## config.mk

```make
export PLATFORM = sky130hd
export DESIGN_NAME = rom_arbiter
export DESIGN_NICKNAME = d
export VERILOG_FILES = /design/src/rtl/rom_arbiter.sv
export SDC_FILE = /design/constraint.sdc
export NUM_CORES = 1
export LEC_CHECK = 0
export BUFFER_PORTS_ARGS = -buffer_cell sky130_fd_sc_hd__buf_2
export CAP_MARGIN = 10
export CORE_ASPECT_RATIO = 1.25
export CORE_MARGIN = 5
export CORE_UTILIZATION = 45
export DETAILED_ROUTE_END_ITERATION = 10
export PLACE_DENSITY = 0.85
export SETUP_SLACK_MARGIN = 0.1
export SYNTH_ARGS = -nofsm -noshare
export SYNTH_HDL_FRONTEND = slang
export SYNTH_SLANG_ARGS = --single-unit
export TNS_END_PERCENT = 5
```

## constraint.sdc

```tcl
create_clock -name clk -period 3.6 [get_ports clk]
set_clock_uncertainty 0.15 [all_clocks]
set_input_delay 0.72 -clock clk [delete_from_list [all_inputs] [get_ports clk]]
set_output_delay 0.72 -clock clk [all_outputs]
set_load 0.1 [all_outputs]
```

## src/rtl/rom_arbiter.sv

```systemverilog
// rom_arbiter: fetch/load port arbiter in front of a 4-byte-wide ROM.
// Macro ROM_ARB_RR_EN selects round-robin; otherwise the load port wins ties.
module rom_arbiter #(
    parameter logic [15:0] ROM_BASE  = 16'h8000,
    parameter int          READ_SIZE = 3
) (
    input  logic        clk,
    input  logic        rst,
    input  logic        if_req,
    input  logic [15:0] if_addr,
    input  logic        ls_req,
    input  logic [15:0] ls_addr,
    output logic        if_gnt,
    output logic        ls_gnt,
    output logic        if_rvalid,
    output logic        ls_rvalid,
    output logic        if_err,
    output logic        ls_err,
    output logic [31:0] rdata,
    output logic [15:0] rom_a,
    output logic        rom_re,
    input  logic [7:0]  rom_q0,
    input  logic [7:0]  rom_q1,
    input  logic [7:0]  rom_q2,
    input  logic [7:0]  rom_q3
);

    localparam logic [15:0] ROM_TOP = 16'hFFFF - 16'(READ_SIZE);

    typedef enum logic [1:0] {
        IDLE,
        ACCESS,
        WAIT,
        RESP
    } state_t;

    state_t      state_q, state_d;
    logic        id_q, id_d;
    logic        if_gnt_q, if_gnt_d;
    logic        ls_gnt_q, ls_gnt_d;
    logic        if_rvalid_q, if_rvalid_d;
    logic        ls_rvalid_q, ls_rvalid_d;
    logic        if_err_q, if_err_d;
    logic        ls_err_q, ls_err_d;
    logic [31:0] rdata_q, rdata_d;
    logic [15:0] rom_a_q, rom_a_d;
    logic        rom_re_q, rom_re_d;

    logic        any_req;
    logic        pick_ls;
    logic        in_range;
    logic [15:0] sel_addr;

    assign any_req = if_req | ls_req;

`ifdef ROM_ARB_RR_EN
    logic last_ls_q, last_ls_d;

    // Tie goes to the port not served last; pointer moves on every grant
    always_comb begin
        pick_ls   = ls_req & (~if_req | ~last_ls_q);
        last_ls_d = last_ls_q;
        if (state_q == IDLE && any_req) begin
            last_ls_d = pick_ls;
        end
    end

    // Pointer resets to "load served last" so fetch wins the first tie
    always_ff @(posedge clk) begin
        if (rst) begin
            last_ls_q <= 1'b1;
        end else begin
            last_ls_q <= last_ls_d;
        end
    end
`else
    // Fixed priority: the load port always wins a tie
    always_comb begin
        pick_ls = ls_req;
    end
`endif

    assign sel_addr = pick_ls ? ls_addr : if_addr;
    assign in_range = (sel_addr >= ROM_BASE) && (sel_addr <= ROM_TOP);

    // Next state and next registered outputs
    always_comb begin
        state_d     = state_q;
        id_d        = id_q;
        if_gnt_d    = 1'b0;
        ls_gnt_d    = 1'b0;
        if_rvalid_d = 1'b0;
        ls_rvalid_d = 1'b0;
        if_err_d    = 1'b0;
        ls_err_d    = 1'b0;
        rdata_d     = rdata_q;
        rom_a_d     = 16'h0;
        rom_re_d    = 1'b0;
        unique case (state_q)
            IDLE: begin
                if (any_req) begin
                    id_d     = pick_ls;
                    if_gnt_d = ~pick_ls;
                    ls_gnt_d = pick_ls;
                    if (in_range) begin
                        state_d  = ACCESS;
                        rom_a_d  = sel_addr;
                        rom_re_d = 1'b1;
                    end else begin
                        state_d     = RESP;
                        if_rvalid_d = ~pick_ls;
                        ls_rvalid_d = pick_ls;
                        if_err_d    = ~pick_ls;
                        ls_err_d    = pick_ls;
                        rdata_d     = 32'h0;
                    end
                end
            end
            ACCESS: begin
                state_d  = WAIT;
                rom_a_d  = rom_a_q;
                rom_re_d = 1'b1;
            end
            WAIT: begin
                state_d     = RESP;
                rdata_d     = {rom_q3, rom_q2, rom_q1, rom_q0};
                if_rvalid_d = ~id_q;
                ls_rvalid_d = id_q;
            end
            RESP: begin
                state_d = IDLE;
            end
            default: begin
                state_d = IDLE;
            end
        endcase
    end

    // State and output registers; reset aborts any access in flight
    always_ff @(posedge clk) begin
        if (rst) begin
            state_q     <= IDLE;
            id_q        <= 1'b0;
            if_gnt_q    <= 1'b0;
            ls_gnt_q    <= 1'b0;
            if_rvalid_q <= 1'b0;
            ls_rvalid_q <= 1'b0;
            if_err_q    <= 1'b0;
            ls_err_q    <= 1'b0;
            rdata_q     <= 32'h0;
            rom_a_q     <= 16'h0;
            rom_re_q    <= 1'b0;
        end else begin
            state_q     <= state_d;
            id_q        <= id_d;
            if_gnt_q    <= if_gnt_d;
            ls_gnt_q    <= ls_gnt_d;
            if_rvalid_q <= if_rvalid_d;
            ls_rvalid_q <= ls_rvalid_d;
            if_err_q    <= if_err_d;
            ls_err_q    <= ls_err_d;
            rdata_q     <= rdata_d;
            rom_a_q     <= rom_a_d;
            rom_re_q    <= rom_re_d;
        end
    end

    assign if_gnt    = if_gnt_q;
    assign ls_gnt    = ls_gnt_q;
    assign if_rvalid = if_rvalid_q;
    assign ls_rvalid = ls_rvalid_q;
    assign if_err    = if_err_q;
    assign ls_err    = ls_err_q;
    assign rdata     = rdata_q;
    assign rom_a     = rom_a_q;
    assign rom_re    = rom_re_q;

endmodule

```

## After elaboration in Yosys (flattened, before gate mapping)

Index checks and enable logic that the tools add are counted.

- Logic and storage cells: 49
- Bits of input ports: 68
- Register bits after elaboration: 58
- Output and inout port bits: 55

- Bitwise gates (word level): 5
- Eq/ne operators: 5
- Magnitude comparators: 2
- Reduce and logical (&&, ||, !) cells: 7
- Muxes and demuxes: 19

Operators with widths:

| cell | count |
|---|---|
| 2-to-1 mux 32 bit | 2 |
| case mux 32 bit (2 select lines) | 1 |
| 2-to-1 mux 16 bit | 3 |
| case mux 16 bit (2 select lines) | 1 |
| greater-or-equal comparator 16 bit (second input constant) | 1 |
| <= comparator 16 bit (second input constant) | 1 |
| case mux 2 bit (4 select lines) | 1 |
| 2-to-1 mux 1 bit | 6 |
| case mux 1 bit (2 select lines) | 3 |
| == test 2 bit (second input constant) | 2 |
| 2-to-1 mux 2 bit | 2 |
| inequality test 2 bit (second input constant) | 2 |
| inverter 1 bit | 4 |
| AND reduction 3 bit | 1 |
| OR reduction 3 bit | 1 |
| == test 2 x 1 -> 1 bit (second input constant) | 1 |
| logical NOT 2 bit | 1 |
| AND reduction 2 bit | 1 |
| nonzero test 2 bit | 1 |
| OR reduction 2 bit | 1 |
| logical AND 1 bit | 1 |
| bitwise OR 1 bit | 1 |

## Logic depth before layout (Yosys ltp)

- Depth in word-level cells: 6
- Gate-level depth with buffers: 9
- Depth with buffers taken out: 8

## Least setup slack after synthesis

No wires, ideal clock.

- Path kind: input-to-reg
- Start: input port ls_req
- End: register rdata_q[0], in the netlist rdata[0]
- Buffers on the path: 4
- Setup time: 132 ps
- Stages on the path: 9
- Data required time: 3318 ps
- Path slack: 1258 ps
- Arrival: 2059 ps
- Cell sequence: buf_4 buf_4 o21ai_2 inv_1 and4_1 buf_2 buf_6 o211ai_1 a21oi_1

- Longest elaborated chain between the ends: 5
- Elaborated cells between the ends (all ways): 8
- Classes of those cells: order compare: 2; eq/ne: 2; mux: 1; bitwise: 1; reduce/logical: 2

RTL lines:

| what | line | text |
|---|---|---|
| start, declared | 11 | `input logic ls_req,` |
| 2-to-1 mux 16 bit | 83 | `assign sel_addr = pick_ls ? ls_addr : if_addr;` |
| greater-or-equal comparator 16 bit or <= comparator 16 bit (tied branches) | 84 | `assign in_range = (sel_addr >= ROM_BASE) && (sel_addr <= ROM_TOP);` |
| logical AND 1 bit | 84 |  |
| inequality test 2 bit (no source line) | n/a |  |
| AND reduction 3 bit (no source line) * | n/a |  |
| end signal, assigned | 162 | `rdata_q <= rdata_d;` |
| end, declared | 45 | `logic [31:0] rdata_q, rdata_d;` |

Mark *: on every way between the ends. The rest lies on a longest branch, timed or not.
A chain may end at the register's enable or synchronous reset.

## Worst setup path after layout

- Start: input port ls_req
- End: register rdata_q[3], in the netlist rdata[3]

Same word-level chain as after synthesis.

==> key figures <==
Pwr
  • Sw frac: 38.43%
  • Seq pwr share: 35.3%
  • Pwr Density: between 500 and 600 mW/mm^2
  • Internal power: 1.234 mW
  • Part of the power in combinational logic: about a third
  • Net switching power figure: ~0.77 mW
  • Clock share of power: 32.9%
  • Total power: 2.005 mW
  • Cell leakage power: roughly 1.5 nW
  • Max IR drop VDD: 0.3204 mV

Clock network
  • Post-CTS setup buffer count: 0
  • Clock-pin slew on the worst setup and hold paths: 0.07 ns
  • Skew-Pair Late Insertion Delay: between 0.3 and 0.4 ns
  • Cts bufs inserted: 9
  • Cts hold-fix bufs: 0
  • Clock sink total: a little under 60
  • Gates resized, CTS repair: 0
  • CTS tree: done
  • Max Root-Sink Buffers: 2
  • CTS root buffer: clkbuf_8
  • H-tree depth: 3

GRT
  • First-pass GRT wire length: roughly 12 mm
  • GR Util All Layers: 20.69%
  • Vias in the first global route: 2738
  • Gr ovfl total: 0
  • Initial antenna violation count: 0
  • Largest net degree at the start of global routing: 37

Timing
  • Slew Viols, Final: 0
  • Finish-stage setup viols: 0
  • Fmax: 369.7 MHz
  • Worst hold slack: 0.3308 ns
  • Worst slew margin: 60.25%
  • RSZ-0062 raised after global routing: false
  • Post-layout min period: 2.705 ns
  • Total negative slack: 0 ns
  • Final hold violation count: 0
  • Final Cycle Share: 75.13%
  • Worst Max-Slew Pin Slew: roughly 0.60 ns

Worst hold path
  • HP Class: flip-flop to flip-flop
  • Hold_sp: rom_a[13]

Cells and area
  • Fillers: 487
  • Ant diodes: 0
  • Final Util: 60.55%
  • Fin cells: 464
  • Synthesis-to-layout area growth: 31.66%
  • Most common cell after layout, fill and taps aside: buf_2
  • Multi-input gate area: ~0.0013 sq mm
  • Seq. cell area: 0.001161 sq mm
  • Most frequent cells in the layout: buf_2, o211ai_1, dfxtp_1
  • Share of cells above drive strength 1: 40.95%
  • Nets@finish: 464

Job
  • Number of max-cap violations: 0

Routing
  • Initial DRT Pass Iterations: 4
  • Avg WL per Cell: 16.58 um
  • Post-DRT Antenna Nets: 0
  • Via count: ~2700
  • Via/cell ratio: 5.907
  • # DRC: 0
  • Final WL: 7.694 mm
  • Initial drt markers: 99

Worst setup path
  • CP required: ~3.7 ns
  • CP bufs+invs: 2
  • Worst Path Arrival: 2.80 ns
  • Crit-path max FO: 26
  • Crit. Startpoint: ls_req
  • Worst r2r src: state_q[1]
  • Worst path slowest cell: a31oi_4
  • Startpoint Class: input pin
  • CP Capture Type: flip-flop
  • Critical-path cell list: buf_2 -> mux2_2 -> nand4_1 -> nor3_2 -> a31oi_4 -> buf_4 -> o211ai_1 -> a21oi_1
  • Crit path max-delay family: compound AO/OA/AOI/OAI gates
  • Slowest stage delay, CP: about 0.5 ns
  • Worst setup path category: input pin to flip-flop

Synth
  • Post-synthesis sequential area ratio: a little over two fifths
  • Avg Cell Area, Syn: 9.263 sq um
  • Yosys cell types: 33
  • Yosys reg bits: 58
  • Main synth FF type: dfxtp_1
  • Cell Area, Synth: 0.002640 sq mm
  • Asr flop ratio synth: 0%
  • Synth Warn #: 0
  • Cells after Synth: ~290
  • Synthesized Nets: 356
  • EDFF count, synth: 0

Floorplanning
  • Initial Util: between 40 and 50%
  • IO Count: 123
  • Core Footprint: 0.005741 sq mm
  • # rows: 31
  • Overall die width: 78.51 um
  • Die Y: 95.64 um
  • Die Area: 0.007508 sq mm

Place
  • Final HPWL DP: 5.489 mm
  • I/O Buffers: 122
  • Gpl congestion: just under 0.9
  • Dpl cells: between 400 and 500

Outcome
  • Run status: finished, final reports clean
[routing by layer]
layer  GRT usage [%]  share of wire [%]  vias to the layer above
met1           23.36                 39                     1298
met3           6.522                8.9                       15
met5               0                  0                        -
li1                -                  -                     1298
met2           34.70                 50                      130
met4           11.22                2.0                        0
[power groups by stage]
stage / registers [mW] / logic (mW) / clock network, mW
floorplan: 0.975 / 0.233 / 0
global placement: 0.720 / 0.628 / 0
detailed placement: 0.721 / 0.636 / 0
CTS: 0.708 / 0.638 / 0.668
global route: 0.712 / 0.676 / 0.702
finish: 0.708 / 0.637 / 0.659
[sequential cells by signal (all words and copies together) (netlist names)]
register and flops:
id_q 1, ls_rvalid 1, rom_re 1, state_q 2, if_err 1, if_gnt 1
rom_a 16, ls_gnt 1, ls_err 1, if_rvalid 1, rdata 32
[cells in the mapped netlist (2+ instances only)]
cell      number  area (sq um)
buf_2          9         45.04
nor2_1        20         75.07
nand3b_1       4         30.03
ha_1           3         37.54
dfxtp_1       58          1161
nand4_1        2         12.51
nand2_1        6         22.52
mux2i_1        2         20.02
o211ai_1      64         480.5
buf_4          2         15.01
clkbuf_1      21         78.83
o21ai_0        4         20.02
a21oi_1       35         175.2
nor2b_1        5         31.28
inv_1          4         15.01
buf_6          3         33.78
a32oi_1       15         131.4
nand2b_1       2         12.51
mux2_2        11         123.9
or2_2          2         12.51
[worst min-delay path, cell delays in order, from the launching register on]
cell,delay [ns]
dfxtp_1,0.32
nand2_1,0.06
a21oi_1,0.06
[cells by family after synthesis]
kind of cell             synth area share (%)
AO/OA/AOI/OAI                           32.80
flip-flops                              43.98
AND/OR/NAND/NOR                         8.815
buffers and inverters                   7.109
multiplexers                            5.877
adder cells (fa/ha/maj)                 1.422
[cell type report]
| type | instances | share of cell area (%) |
|---|---|---|
| inverter | 4 | 0.4320 |
| timing repair buffer | 132 | 20.09 |
| clock buffer | 11 | 4.068 |
| multi-input combinational | 188 | 37.40 |
| clock inverter | 5 | 2.232 |
| sequential | 58 | 33.41 |
| tap | 66 | 2.376 |
[stage by stage]
stage | area (sq um) | worst slack (ns)
5_1_grt | 3476 | 0.7500
3_3_place_gp | 3257 | 0.6908
3_5_place_dp | 3257 | 0.5797
6_report | 3476 | 0.8953
2_1_floorplan | 2640 | 1.258
4_1_cts | 3476 | 0.9200
[path summary, 6_finish.rpt]
path                            cells after the start  slack (ns)   endpoint
worst max-delay path                                8        0.90   rdata[3]
worst min-delay path                                2        0.33  rom_a[13]
worst min register to register                      2        0.33  rom_a[13]
worst max register to register                      9        1.33   rdata[3]
No activity file was read; power rests on OpenSTA's default activity.
